`config.mk`:
```
export PLATFORM = sky130hd
export DESIGN_NAME = fetch_stage_flat
export DESIGN_NICKNAME = d
export VERILOG_FILES = /design/src/rtl/fetch_pkg.sv /design/src/rtl/fetch_stage_if.sv /design/src/rtl/ifid_register.sv /design/src/rtl/fetch_stage.sv /design/src/flat_wrapper.sv
export SDC_FILE = /design/constraint.sdc
export NUM_CORES = 1
export LEC_CHECK = 0
export ABC_AREA = 1
export BUFFER_PORTS_ARGS = -buffer_cell sky130_fd_sc_hd__buf_4
export CAP_MARGIN = 20
export CORE_MARGIN = 10
export CORE_UTILIZATION = 52
export DETAILED_ROUTE_END_ITERATION = 16
export PLACE_DENSITY = 0.81
export SLEW_MARGIN = 20
export SYNTH_ARGS = -nofsm -noshare
export SYNTH_HDL_FRONTEND = slang
export SYNTH_HIERARCHICAL = 1
export SYNTH_SLANG_ARGS = --single-unit
```
`constraint.sdc`:
```
create_clock -name clk -period 4.4 [get_ports clk]
set_input_delay 0.88 -clock clk [delete_from_list [all_inputs] [get_ports clk]]
set_output_delay 0.88 -clock clk [all_outputs]
set_load 0.05 [all_outputs]
```
`src/rtl/fetch_pkg.sv`:
```
// Shared types and constants for the instruction-fetch stage.
// Latency: n/a (declarations only).
// Backpressure: n/a.
package fetch_pkg;

    typedef enum logic [1:0] {
        BOOT   = 2'd0,
        RUN    = 2'd1,
        HALTED = 2'd2
    } fetch_state_e;

    localparam logic [31:0] HALT_WORD_DEFAULT = 32'hFC00_0000;
    localparam logic [31:0] NOP_WORD          = 32'h0000_0000;
    localparam logic [31:0] PC_INCR           = 32'd4;

    // Reduce a byte address into the instruction-memory window.
    function automatic logic [31:0] pc_wrap(input logic [31:0] addr,
                                            input logic [31:0] span);
        return addr % span;
    endfunction

endpackage

```
`src/rtl/fetch_stage_if.sv`:
```
// Bundle of fetch-stage control, memory and IF/ID signals.
// Latency: n/a (wiring only).
// Backpressure: stall holds the stage; redirect overrides stall.
interface fetch_stage_if;

    logic        stall;
    logic        flush;
    logic        redirect;
    logic [31:0] redirect_pc;
    logic [31:0] imem_addr;
    logic [31:0] imem_instr;
    logic        ifid_valid;
    logic [31:0] ifid_instr;
    logic [31:0] ifid_pc;
    logic [31:0] ifid_pc_plus4;
    logic        halted;
    logic        misalign_err;
    logic [31:0] fetch_count;

    // Fetch stage side.
    modport master (
        input  stall, flush, redirect, redirect_pc, imem_instr,
        output imem_addr, ifid_valid, ifid_instr, ifid_pc, ifid_pc_plus4,
               halted, misalign_err, fetch_count
    );

    // Pipeline / memory side.
    modport slave (
        output stall, flush, redirect, redirect_pc, imem_instr,
        input  imem_addr, ifid_valid, ifid_instr, ifid_pc, ifid_pc_plus4,
               halted, misalign_err, fetch_count
    );

endinterface

```
`src/rtl/ifid_register.sv`:
```
// IF/ID pipeline register: valid, instruction, pc and pc+4.
// Latency: 1 cycle from load to outputs.
// Backpressure: holds when neither load nor bubble; load wins over bubble.
module ifid_register
    import fetch_pkg::*;
(
    input  logic        clk,
    input  logic        reset,
    input  logic        load,
    input  logic        bubble,
    input  logic [31:0] instr_in,
    input  logic [31:0] pc_in,
    input  logic [31:0] pc_plus4_in,
    output logic        valid,
    output logic [31:0] instr,
    output logic [31:0] pc,
    output logic [31:0] pc_plus4
);

    logic        valid_q, valid_d;
    logic [31:0] instr_q, instr_d;
    logic [31:0] pc_q, pc_d;
    logic [31:0] pc_plus4_q, pc_plus4_d;

    // Load a new entry, squash only the valid bit, or hold everything.
    always_comb begin
        valid_d    = valid_q;
        instr_d    = instr_q;
        pc_d       = pc_q;
        pc_plus4_d = pc_plus4_q;
        if (load) begin
            valid_d    = 1'b1;
            instr_d    = instr_in;
            pc_d       = pc_in;
            pc_plus4_d = pc_plus4_in;
        end else if (bubble) begin
            valid_d    = 1'b0;
        end
    end

    // Register state with asynchronous clear.
    always_ff @(posedge clk or posedge reset) begin
        if (reset) begin
            valid_q    <= 1'b0;
            instr_q    <= NOP_WORD;
            pc_q       <= 32'd0;
            pc_plus4_q <= 32'd0;
        end else begin
            valid_q    <= valid_d;
            instr_q    <= instr_d;
            pc_q       <= pc_d;
            pc_plus4_q <= pc_plus4_d;
        end
    end

    assign valid    = valid_q;
    assign instr    = instr_q;
    assign pc       = pc_q;
    assign pc_plus4 = pc_plus4_q;

endmodule

```
`src/rtl/fetch_stage.sv`:
```
// Instruction fetch: owns the PC, samples the memory word into IF/ID.
// Latency: 1 cycle PC -> IF/ID; one BOOT cycle after reset before first capture.
// Backpressure: stall holds PC and IF/ID; redirect overrides stall; halt word freezes fetch.
module fetch_stage
    import fetch_pkg::*;
#(
    parameter logic [31:0] RESET_PC   = 32'h0000_0000,
    parameter int          IMEM_DEPTH = 1024,
    parameter logic [31:0] HALT_WORD  = HALT_WORD_DEFAULT
) (
    input  logic          clk,
    input  logic          reset,
    fetch_stage_if.master bus
);

    // Byte span of instruction memory; all PC arithmetic wraps inside it.
    localparam logic [31:0] PC_SPAN = 32'(4 * IMEM_DEPTH);

    fetch_state_e state_q, state_d;
    logic [31:0]  pc_q, pc_d;
    logic         misalign_q, misalign_d;
    logic [31:0]  count_q, count_d;
    logic         ifid_load;
    logic         ifid_bubble;
    logic [31:0]  pc_inc;
    logic [31:0]  redirect_target;
    logic         redirect_misaligned;

    assign pc_inc              = pc_wrap(pc_q + PC_INCR, PC_SPAN);
    assign redirect_target     = pc_wrap({bus.redirect_pc[31:2], 2'b00}, PC_SPAN);
    assign redirect_misaligned = (bus.redirect_pc[1:0] != 2'b00);

    // Next state, PC and IF/ID controls, in redirect > stall > flush > capture order.
    always_comb begin
        state_d     = state_q;
        pc_d        = pc_q;
        misalign_d  = misalign_q;
        count_d     = count_q;
        ifid_load   = 1'b0;
        ifid_bubble = 1'b0;
        unique case (state_q)
            BOOT: begin
                // Memory output settles for one cycle; nothing is captured.
                state_d = RUN;
            end
            RUN: begin
                if (bus.redirect) begin
                    pc_d        = redirect_target;
                    ifid_bubble = 1'b1;
                    if (redirect_misaligned) misalign_d = 1'b1;
                end else if (bus.stall) begin
                    ifid_bubble = bus.flush;
                end else if (bus.flush) begin
                    ifid_bubble = 1'b1;
                    pc_d        = pc_inc;
                end else begin
                    ifid_load = 1'b1;
                    if (count_q != 32'hFFFF_FFFF) count_d = count_q + 32'd1;
                    // The halt word is still delivered, but the PC stays on it.
                    if (bus.imem_instr == HALT_WORD) begin
                        state_d = HALTED;
                    end else begin
                        pc_d = pc_inc;
                    end
                end
            end
            HALTED: begin
                if (bus.redirect) begin
                    // Halt was on a wrong path: resume at the target.
                    state_d     = RUN;
                    pc_d        = redirect_target;
                    ifid_bubble = 1'b1;
                    if (redirect_misaligned) misalign_d = 1'b1;
                end else if (!bus.stall) begin
                    ifid_bubble = 1'b1;
                end
            end
            default: begin
                state_d = BOOT;
            end
        endcase
    end

    // State, PC, sticky error and delivered-instruction counter.
    always_ff @(posedge clk or posedge reset) begin
        if (reset) begin
            state_q    <= BOOT;
            pc_q       <= RESET_PC;
            misalign_q <= 1'b0;
            count_q    <= 32'd0;
        end else begin
            state_q    <= state_d;
            pc_q       <= pc_d;
            misalign_q <= misalign_d;
            count_q    <= count_d;
        end
    end

    ifid_register u_ifid (
        .clk         (clk),
        .reset       (reset),
        .load        (ifid_load),
        .bubble      (ifid_bubble),
        .instr_in    (bus.imem_instr),
        .pc_in       (pc_q),
        .pc_plus4_in (pc_inc),
        .valid       (bus.ifid_valid),
        .instr       (bus.ifid_instr),
        .pc          (bus.ifid_pc),
        .pc_plus4    (bus.ifid_pc_plus4)
    );

    assign bus.imem_addr    = pc_q;
    assign bus.halted       = (state_q == HALTED);
    assign bus.misalign_err = misalign_q;
    assign bus.fetch_count  = count_q;

endmodule

```
`src/flat_wrapper.sv`:
```
// flat-port wrapper written by rule: the top's interface ports become plain ports
module fetch_stage_flat import fetch_pkg::*;
#(
    parameter logic [31:0] RESET_PC   = 32'h0000_0000,
    parameter int          IMEM_DEPTH = 1024,
    parameter logic [31:0] HALT_WORD  = HALT_WORD_DEFAULT
)
  (clk, reset, bus_stall, bus_flush, bus_redirect, bus_redirect_pc, bus_imem_instr, bus_imem_addr, bus_ifid_valid, bus_ifid_instr, bus_ifid_pc, bus_ifid_pc_plus4, bus_halted, bus_misalign_err, bus_fetch_count);
  fetch_stage_if bus_i ();
  input  logic clk;
  input  logic reset;
  input wire logic [$bits(bus_i.stall)-1:0] bus_stall;
  input wire logic [$bits(bus_i.flush)-1:0] bus_flush;
  input wire logic [$bits(bus_i.redirect)-1:0] bus_redirect;
  input wire logic [$bits(bus_i.redirect_pc)-1:0] bus_redirect_pc;
  input wire logic [$bits(bus_i.imem_instr)-1:0] bus_imem_instr;
  output wire logic [$bits(bus_i.imem_addr)-1:0] bus_imem_addr;
  output wire logic [$bits(bus_i.ifid_valid)-1:0] bus_ifid_valid;
  output wire logic [$bits(bus_i.ifid_instr)-1:0] bus_ifid_instr;
  output wire logic [$bits(bus_i.ifid_pc)-1:0] bus_ifid_pc;
  output wire logic [$bits(bus_i.ifid_pc_plus4)-1:0] bus_ifid_pc_plus4;
  output wire logic [$bits(bus_i.halted)-1:0] bus_halted;
  output wire logic [$bits(bus_i.misalign_err)-1:0] bus_misalign_err;
  output wire logic [$bits(bus_i.fetch_count)-1:0] bus_fetch_count;
  assign bus_i.stall = bus_stall;
  assign bus_i.flush = bus_flush;
  assign bus_i.redirect = bus_redirect;
  assign bus_i.redirect_pc = bus_redirect_pc;
  assign bus_i.imem_instr = bus_imem_instr;
  assign bus_imem_addr = bus_i.imem_addr;
  assign bus_ifid_valid = bus_i.ifid_valid;
  assign bus_ifid_instr = bus_i.ifid_instr;
  assign bus_ifid_pc = bus_i.ifid_pc;
  assign bus_ifid_pc_plus4 = bus_i.ifid_pc_plus4;
  assign bus_halted = bus_i.halted;
  assign bus_misalign_err = bus_i.misalign_err;
  assign bus_fetch_count = bus_i.fetch_count;
  fetch_stage #(.RESET_PC(RESET_PC), .IMEM_DEPTH(IMEM_DEPTH), .HALT_WORD(HALT_WORD)) u_core (.clk(clk), .reset(reset), .bus(bus_i));
endmodule
```
==> results_dict.tcl, run 1 <==
set metrics [dict create \
    min_from "u_core/u_ifid/pc_plus4[0]" \
    pin_count 232 \
    crit_family "simple AND/OR/NAND/NOR gates" \
    antenna_found_initial 0 \
    ys_types 28 \
    multiInputGateArea_um2 3340 \
    filler_cell_count 1142 \
    grt_usage_pct 21.5 \
    power_density_nw_per_um2 491 \
    crit_slowest_cell "inv_2" \
    syn_inst 975 \
    viasPerCell 4.86 \
    setup_viol 0 \
    final_hold_viol_count 0 \
    synth_top_family_by_area "simple AND/OR/NAND/NOR gates" \
    finalSetupTns_ns 0 \
    clockRootBuffer "clkbuf_16" \
    core_area_um2 13400 \
    critPathCaptureType "register" \
    stdcell_count 1390 \
    hpwl_mm 15.2 \
    async_flop_share_pct 100 \
    synth_area_um2 7200 \
    ys_seq_area_share_pct 49.4 \
    seqCellArea_um2 3550 \
    post-route-min-period_ns 2.68 \
    placement.io_buffers 189 \
    status "complete, no violations" \
    fin_area_um2 9300 \
    rows 42 \
    r2r-start "u_core/state_q[1]" \
    rsz0062_at_grt "false" \
    synthXorXnorAreaFrac_pct 3.04 \
    wl_mm 20.8 \
    cp.buffers_inverters 3 \
    critPathRequiredTime_ns 4.75 \
    cts_buffers 17 \
    synth_fa_ha_area_share_pct 1.22 \
    start_kind "register" \
    antenna_cells 0 \
    layout-drive-gt1-share_pct 19.4 \
    yosys_register_bits 142 \
    clk_pin_slew_worst_paths_ns 0.06 \
    drc_errors 0 \
    nets 1277 \
    ys.flop_type "dfrtp_1" \
    place_area_um2 8750 \
    clock_latency_ns 0.42 \
    syn_avg_cell_area_um2 7.38 \
    hp-class "register to register" \
    cts_tree "yes" \
    synthTopCellsByArea "dfrtp_1 (49%), nand2_1 (28%), nor2_1 (4.3%)" \
    crit_chain "inv_1 > ha_1 > inv_1 > nor4_4 > nand2_2 > inv_2 > nand2_1 > nand2_1" \
    synth-edff-count 0 \
    postCtsHoldBufs 0 \
    synth-simple-area-share_pct 37.6 \
    die_h_um 138 \
    final_max_slew_viol_count 0 \
    slew_headroom_pct 35.3 \
    cts_resized 0 \
    grt_max_degree 98 \
    peakVddDrop_mv 0.283 \
    critical_path.max_fanout 38 \
    crit_start "u_core/state_q[1]" \
    start_util_pct 53.7 \
    worst_hold_slack_ns 0.471 \
    synth_top_area_share_pct 49.4 \
    place_congestion 0.967 \
    timing.fmax_ghz 0.374 \
    worstSetupPathType "register to register" \
    cts.path.max_buffers 2 \
    synthMuxAreaShare_pct 0 \
    grt_pass1_vias 6436 \
    cts_setup_buffers 0 \
    grt_pass1_wl_mm 32.3 \
    synth_largest_area_cell "dfrtp_1" \
    drtAntennaViolNets 0 \
    vias 6762 \
    wl_per_cell_um 14.9 \
    drv_cap 0 \
    grt_overflow 0 \
    cp_slowest_stage_delay_ns 0.59 \
    clock_sinks 142 \
    dpl.cell_count 1358 \
    netlist_top_cells_count "nand2_1 (540), dfrtp_1 (142), nor2_1 (83), inv_1 (49), nand3_1 (30)" \
    yosys_warnings 6 \
    first_iter_violations 466 \
    yosysMostFrequentCell "nand2_1" \
    synth_compound_area_share_pct 0.956 \
    htree_levels 4 \
    worst_pin_slew_ns 0.969 \
    chipWidth_um 138 \
    fin_skew_ns 0.00861 \
    areaGrowthSynthToFinish_pct 29.1 \
    arrival_ns 3.03 \
    finalCritPeriodShare_pct 60.8 \
    leakage_nw 5.17 \
    die_area_um2 19000 \
    dr.pass1.iters 5 \
]
-- kinds of logic (layout without fill, tap and decap cells) --
group | count (synthesis) | in the layout
other cells | 1 | 66
flops | 142 | 142
simple gates | 687 | 687
fa+ha+maj | 7 | 7
buf+inv | 101 | 275
xor+xnor | 25 | 25
compound gates | 12 | 12
-- area by class of cell --
cell class	instances	share of cell area, %
Clock inverter	14	1.18
Inverter	51	2.11
Multi-Input combinational cell	797	35.9
Clock buffer	18	4.72
Sequential cell	142	38.2
Tap cell	176	2.37
Timing Repair Buffer	192	15.5
-- final timing paths --
kind	end	slack, ns	cells after the start
hold / removal	u_core/u_ifid/pc_plus4[0]	0.47	2
setup reg to reg	u_core/bus.fetch_count[28]	1.72	8
min in group asynchronous	u_core/u_ifid/instr[16]	0.53	2
max in group asynchronous	u_core/bus.fetch_count[21]	3.08	2
hold reg to reg	u_core/u_ifid/pc_plus4[0]	0.47	2
setup / recovery	u_core/bus.fetch_count[28]	1.72	8
-- routing by layer --
metal  routed length (um)  up-vias  GRT usage (%)
met5                    0        -              0
li1                     -     3324              -
met4                  263        0           6.44
met3                 1970       22           6.26
met1                 8200     3178           26.0
met2                10400      238           36.4
-- through the flow --
stage          power (W)  utilization, %  setup slack [ns]
2_1_floorplan    0.00276               -             0.986
3_3_place_gp     0.00325            65.3              1.61
3_5_place_dp     0.00328            65.3              1.51
4_1_cts          0.00460            69.4              1.72
5_1_grt          0.00477            69.4              1.48
6_report         0.00457            69.4              1.72
-- worst reg2reg max path, delay by kind of cell (launching register included) --
kind / cells / cell delay [ns]
flops: 1 / 0.41
fa+ha+maj: 1 / 0.22
buf+inv: 3 / 0.82
simple gates: 4 / 1.16
-- report_power, final --
part	switching [W]	total, W	internal [W]
registers	0.000156	0.00167	0.00151
logic	0.00116	0.00158	0.000419
clock network	0.000577	0.00132	0.000743
-- state kept, by name, indices dropped and copies added (netlist names) --
name                     flops
u_core/bus.misalign_err      1
u_core/bus.imem_addr        10
u_core/state_q               2
u_core/u_ifid/pc_plus4      32
u_core/bus.fetch_count      32
u_core/u_ifid/instr         32
u_core/u_ifid/pc            32
u_core/u_ifid/valid          1
-- cell usage in the layout, fill, tap and decap left out, types with 2 or more instances in the layout --
| master | Yosys | final |
|---|---|---|
| dfrtp_1 | 142 | 142 |
| nand3b_1 | 5 | 5 |
| o21ai_0 | 5 | 5 |
| clkbuf_16 | 0 | 17 |
| clkinv_4 | 0 | 4 |
| inv_1 | 49 | 47 |
| inv_6 | 0 | 3 |
| xor2_1 | 16 | 16 |
| xnor2_1 | 9 | 9 |
| nand2_1 | 540 | 540 |
| and2_1 | 3 | 3 |
| clkinv_2 | 0 | 3 |
| inv_2 | 1 | 2 |
| o21ai_1 | 4 | 4 |
| nand3_1 | 30 | 30 |
| o21bai_1 | 2 | 2 |
| nor2_2 | 2 | 2 |
| nor3_1 | 11 | 11 |
| ha_1 | 7 | 7 |
| inv_4 | 1 | 2 |
| nand2_2 | 3 | 3 |
| nand4_1 | 7 | 7 |
| nor2_1 | 83 | 83 |
| conb_1 | 1 | 66 |
| clkinvlp_4 | 0 | 3 |
| buf_4 | 25 | 192 |
No activity file was read; power rests on OpenSTA's default activity.
==> run 2, diff against run 1 <==
--- a/config.mk
+++ b/config.mk
@@ -9,9 +9,9 @@
 export BUFFER_PORTS_ARGS = -buffer_cell sky130_fd_sc_hd__buf_4
 export CAP_MARGIN = 20
 export CORE_MARGIN = 10
-export CORE_UTILIZATION = 52
+export CORE_UTILIZATION = 47
 export DETAILED_ROUTE_END_ITERATION = 16
-export PLACE_DENSITY = 0.81
+export PLACE_DENSITY = 0.78
 export SLEW_MARGIN = 20
 export SYNTH_ARGS = -nofsm -noshare
 export SYNTH_HDL_FRONTEND = slang
==> constraint.sdc (replaced) <==
create_clock -name clk -period 2.3 [get_ports clk]
set_input_delay 0.46 -clock clk [delete_from_list [all_inputs] [get_ports clk]]
set_output_delay 0.46 -clock clk [all_outputs]
set_load 0.05 [all_outputs]
==> run 2 against run 1 <==
Design area up 2.3%. Largest cell class unchanged. Highest routed layer unchanged. Flip-flop and latch count unchanged. Cell count up 1.2%. Critical endpoint is now u_core/u_ifid/instr[3]. Die area up 9.1%. Clock-buffer cell count down 1. Clock skew up 0.0036 ns. Register-to-register slack worse by 1.5 ns. Largest power group unchanged.
==> results_dict.tcl, run 2 (synthesis results as in run 1) <==
set metrics [dict create \
    status "complete, no violations" \
    finalCritPeriodShare_pct 89.0 \
    worstSetupPathType "register to register" \
    worst_pin_slew_ns 0.617 \
    worstSetupEndpoint "u_core/u_ifid/instr[3]" \
    power_density_nw_per_um2 975 \
    hp-class "input port to async pin" \
    dr.pass1.iters 5 \
    grt_pass1_vias 6486 \
    htree_levels 4 \
    reg2reg_slack_ns 0.25 \
    fin_area_um2 9510 \
    first_iter_violations 459 \
    leakage_nw 5.26 \
    start_util_pct 47.7 \
    grt_pass1_wl_mm 32.8 \
    place_congestion 0.900 \
    critical_path.max_fanout 97 \
    setup_viol 0 \
    fin_skew_ns 0.0123 \
    drv_cap 0 \
    layout-drive-gt1-share_pct 19.8 \
    antenna_cells 0 \
    nets 1282 \
    cts_setup_buffers 0 \
    place_area_um2 8840 \
    r2r_end "u_core/u_ifid/instr[3]" \
    drc_errors 0 \
    slew_headroom_pct 58.9 \
    grt_overflow 0 \
    cts_buffers 17 \
    placement.io_buffers 189 \
    final_cell_mix "nand2_1 (540), buf_4 (194), dfrtp_1 (142)" \
    seqCellArea_um2 3550 \
    reg2reg_depth 7 \
    vias 6730 \
    clock_sinks 142 \
    stdcell_count 1407 \
    grt_max_degree 98 \
    core_area_um2 15100 \
    rows 45 \
    multiInputGateArea_um2 3340 \
    pre_cts_ws_ns 0.0481 \
    drtAntennaViolNets 0 \
    filler_cell_count 1367 \
    critPathCaptureType "register" \
    peakVddDrop_mv 0.564 \
    die_h_um 144 \
    clockRootBuffer "clkbuf_16" \
    wl_mm 20.9 \
    viasPerCell 4.78 \
    pin_count 232 \
    start_kind "register" \
    r2r-start "u_core/state_q[1]" \
    final_hold_viol_count 0 \
    crit_start "u_core/state_q[1]" \
    arrival_ns 2.35 \
    areaGrowthSynthToFinish_pct 32.1 \
    finalSetupTns_ns 0 \
    antenna_found_initial 0 \
    final_max_slew_viol_count 0 \
    cts.path.max_buffers 2 \
    critPathRequiredTime_ns 2.60 \
    final_core_util_pct 63.0 \
    timing.fmax_ghz 0.488 \
    hpwl_mm 15.2 \
    rsz0062_at_grt "false" \
    wl_per_cell_um 14.8 \
    cts_tree "yes" \
    chipWidth_um 144 \
    grt_usage_pct 19.8 \
    clock_latency_ns 0.42 \
    dpl.cell_count 1375 \
    post-route-min-period_ns 2.05 \
    die_area_um2 20700 \
    setup_ws_ns 0.252 \
    clk_pin_slew_worst_paths_ns 0.06 \
    final_common_cell "nand2_1" \
]
==> run 2: cell count changes in the layout (fill, tap and decap cells not counted), sizes merged <==
cell | previous run | this run
clkinv | 7 | 5
inv | 55 | 53
clkbuf | 18 | 17
clkinvlp | 3 | 2
bufinv | 0 | 6
buf | 192 | 197
==> run 2: worst min-delay path by stage <==
stage	start	endpoint	cells after the start
6_report	reset	u_core/bus.fetch_count[21]	2
5_1_grt	reset	u_core/bus.fetch_count[24]	2
4_1_cts	reset	u_core/bus.fetch_count[21]	2
3_5_place_dp	u_core/u_ifid/pc_plus4[31]	u_core/u_ifid/pc_plus4[31]	2
3_3_place_gp	u_core/u_ifid/pc[5]	u_core/u_ifid/pc[5]	2
2_1_floorplan	u_core/state_q[1]	u_core/state_q[1]	2
==> run 2: layout make-up <==
type / count / area share [%]
multi-input combinational: 797 / 35.1
tap: 188 / 2.47
inverter: 51 / 2.22
clock inverter: 15 / 2.45
timing repair buffer: 197 / 15.9
clock buffer: 17 / 4.47
sequential: 142 / 37.4
==> run 2: per-stage QoR <==
step	hold WS, ns	power (W)
global route	0.173	0.00966
CTS	0.138	0.00935
finish	0.130	0.00928
detailed placement	0.459	0.00627
global placement	0.454	0.00623
floorplan	0.490	0.00529
==> run 2: timing repair <==
item	CTS	global route
setup endpoints to repair	0	123
resized for setup	0	5
hold buffers	0	0
==> run 2: power by group <==
| part | internal, W | total (W) | switching (W) |
|---|---|---|---|
| Sequential | 0.00290 | 0.00321 | 0.000313 |
| Clock | 0.00194 | 0.00305 | 0.00111 |
| Combinational | 0.000812 | 0.00302 | 0.00221 |
| Total | 0.00565 | 0.00928 | 0.00363 |
==> run 2: metal layers <==
layer  wire [um]  up-vias  track usage, %
li1            -     3339               -
met1        8610     3128            23.9
met2       10200      238            33.1
met3        1720       25            5.51
met4         339        0            7.36
met5           0        -               0
==> run 2: critical path, stage by stage, from the launching register on <==
cell,delay (ns)
dfrtp_1,0.41
inv_1,0.12
ha_1,0.21
inv_1,0.10
nor4_4,0.41
bufinv_8,0.40
nand2_1,0.16
nand2_1,0.06
==> run 3, diff against run 2 <==
--- a/config.mk
+++ b/config.mk
@@ -7,13 +7,12 @@
 export LEC_CHECK = 0
 export ABC_AREA = 1
 export BUFFER_PORTS_ARGS = -buffer_cell sky130_fd_sc_hd__buf_4
-export CAP_MARGIN = 20
+export CAP_MARGIN = 30
 export CORE_MARGIN = 10
-export CORE_UTILIZATION = 47
+export CORE_UTILIZATION = 44
 export DETAILED_ROUTE_END_ITERATION = 16
-export PLACE_DENSITY = 0.78
+export PLACE_DENSITY = 0.77
 export SLEW_MARGIN = 20
 export SYNTH_ARGS = -nofsm -noshare
 export SYNTH_HDL_FRONTEND = slang
-export SYNTH_HIERARCHICAL = 1
 export SYNTH_SLANG_ARGS = --single-unit
==> run 3 against run 2 <==
Clock skew is 0.0033 ns lower. Hold slack improved by 0.12 ns. Cell count fell by 24%. Non-clock buffer count decreased by 43. Critical endpoint is now u_core.bus.fetch_count[12]. Largest cell class is now multi-input gates. Largest power group is now combinational logic.
==> results_dict.tcl, run 3 <==
set metrics [dict create \
    status "complete, no violations" \
    post-route-min-period_ns 1.92 \
    drv_cap 0 \
    antenna_found_initial 0 \
    power_density_nw_per_um2 865 \
    hp-class "input port to async pin" \
    peakVddDrop_mv 0.592 \
    final_common_cell "nand2_1" \
    htree_levels 3 \
    placement.io_buffers 145 \
    synth_top_area_share_pct 43.9 \
    ys_seq_area_share_pct 43.9 \
    final_cell_mix "nand2_1 (287), buf_4 (152), dfrtp_1 (98)" \
    yosys_register_bits 98 \
    final_hold_viol_count 0 \
    reg2reg_depth 7 \
    start_util_pct 44.7 \
    layout-drive-gt1-share_pct 21.3 \
    drc_errors 0 \
    clock_latency_ns 0.34 \
    r2r-start "u_core.state_q[1]" \
    yosys_warnings 0 \
    power_w 0.00599 \
    critPathCaptureType "register" \
    finalSetupTns_ns 0 \
    hpwl_mm 11.8 \
    slew_headroom_pct 63.7 \
    syn_avg_cell_area_um2 7.45 \
    viasPerCell 4.54 \
    syn_inst 750 \
    critical_path.max_fanout 25 \
    drtAntennaViolNets 0 \
    clock_sinks 98 \
    reg2reg_slack_ns 0.38 \
    synth_largest_area_cell "dfrtp_1" \
    worstSetupPathType "register to register" \
    async_flop_share_pct 100 \
    synth_area_um2 5590 \
    ys_types 36 \
    worst_pin_slew_ns 0.544 \
    leakage_nw 3.68 \
    grt_usage_pct 16.5 \
    clockRootBuffer "clkbuf_16" \
    timing.fmax_ghz 0.520 \
    synth-edff-count 0 \
    netlist_top_cells_count "nand2_1 (287), dfrtp_1 (98), buf_4 (68), inv_1 (59), nor2_1 (57)" \
    die_area_um2 17600 \
    vias 4854 \
    grt_pass1_wl_mm 24.2 \
    rows 41 \
    chipWidth_um 133 \
    final_max_slew_viol_count 0 \
    areaGrowthSynthToFinish_pct 23.9 \
    cts_buffers 9 \
    final_core_util_pct 55.3 \
    nets 970 \
    yosysMostFrequentCell "nand2_1" \
    setup_viol 0 \
    grt_max_degree 99 \
    pin_count 232 \
    cts_setup_buffers 0 \
    die_h_um 133 \
    synthTopCellsByArea "dfrtp_1 (44%), nand2_1 (19%), buf_4 (9.1%)" \
    wl_per_cell_um 14.0 \
    r2r_end "u_core.bus.fetch_count[12]" \
    dr.pass1.iters 4 \
    clk_pin_slew_worst_paths_ns 0.07 \
    grt_pass1_vias 4768 \
    cts_resized 0 \
    core_area_um2 12500 \
    grt_overflow 0 \
    first_iter_violations 383 \
    cts.path.max_buffers 2 \
    cts_tree "yes" \
    arrival_ns 2.13 \
    postCtsHoldBufs 0 \
    ys.flop_type "dfrtp_1" \
    place_congestion 0.900 \
    antenna_cells 0 \
    critPathRequiredTime_ns 2.51 \
    rsz0062_at_grt "false" \
    fin_skew_ns 0.00898 \
    start_kind "register" \
    finalCritPeriodShare_pct 83.6 \
    wl_mm 15.0 \
]
-- run 3: cell types whose count changed after synthesis, moves of 9 or more --
cell,change
o21ai_0,+37
nand2_1,-253
inv_1,+10
nor2_1,-26
clkbuf_1,+9
buf_2,-11
buf_4,+43
dfrtp_1,-44
-- run 3: cell type report --
| cell class | instances | area (um2) |
|---|---|---|
| Fill cell | 1222 | 5590 |
| Clock inverter | 4 | 53.8 |
| Inverter | 66 | 254 |
| Multi-Input combinational cell | 566 | 2530 |
| Sequential cell | 98 | 2450 |
| Clock buffer | 10 | 239 |
| Timing Repair Buffer | 154 | 1180 |
| Tap cell | 172 | 215 |
-- run 3: worst max-delay path by stage --
stage | start | endpoint | cells after the start
floorplan | u_core.state_q[0] | u_core.bus.imem_addr[2] | 8
global placement | bus_stall | u_core.bus.fetch_count[12] | 7
detailed placement | bus_stall | u_core.bus.fetch_count[12] | 7
CTS | u_core.state_q[1] | u_core.bus.fetch_count[12] | 7
global route | u_core.state_q[1] | u_core.bus.fetch_count[7] | 8
finish | u_core.state_q[1] | u_core.bus.fetch_count[12] | 7
-- run 3: kinds of logic after synthesis --
group	Yosys count	synth area share, %
adders and majority gates	6	1.34
xor gates and xnor gates	21	3.29
AOI/OAI and AO/OA	62	6.02
DFF	98	43.9
muxes	1	0.179
buffers and inverters	151	15.2
other	1	0.0671
and+or+nand+nor	410	30.0
-- run 3: stage by stage --
stage	area [um2]	worst slack, ns	hold slack, ns	std cells
global route	6930	0.162	0.310	1070
global placement	6630	0.377	0.456	1056
floorplan	5840	0.320	0.467	815
detailed placement	6630	0.338	0.459	1056
finish	6930	0.377	0.250	1070
CTS	6930	0.331	0.297	1070
-- run 3: per-layer routing --
| layer | global-route usage (%) | wire length, um | share of wire (%) |
|---|---|---|---|
| met1 | 18.8 | 5880 | 39 |
| met5 | 0 | 0 | 0 |
| met3 | 7.12 | 1300 | 8.7 |
| met4 | 3.06 | 155 | 1.0 |
| met2 | 28.5 | 7620 | 51 |
-- run 3: where the power goes --
part           total, W  switching, W  internal [W]
Combinational   0.00227       0.00168      0.000595
Sequential      0.00221      0.000219       0.00199
Clock           0.00150      0.000639      0.000862
Total           0.00599       0.00254       0.00345
-- run 3: worst max-delay path, stage by stage (launching register included) --
cell and delay [ns]:
dfrtp_1 0.40, inv_1 0.10, ha_1 0.18, inv_1 0.07, nor2_2 0.45, nand2_4 0.20
inv_4 0.26, o21ai_0 0.12
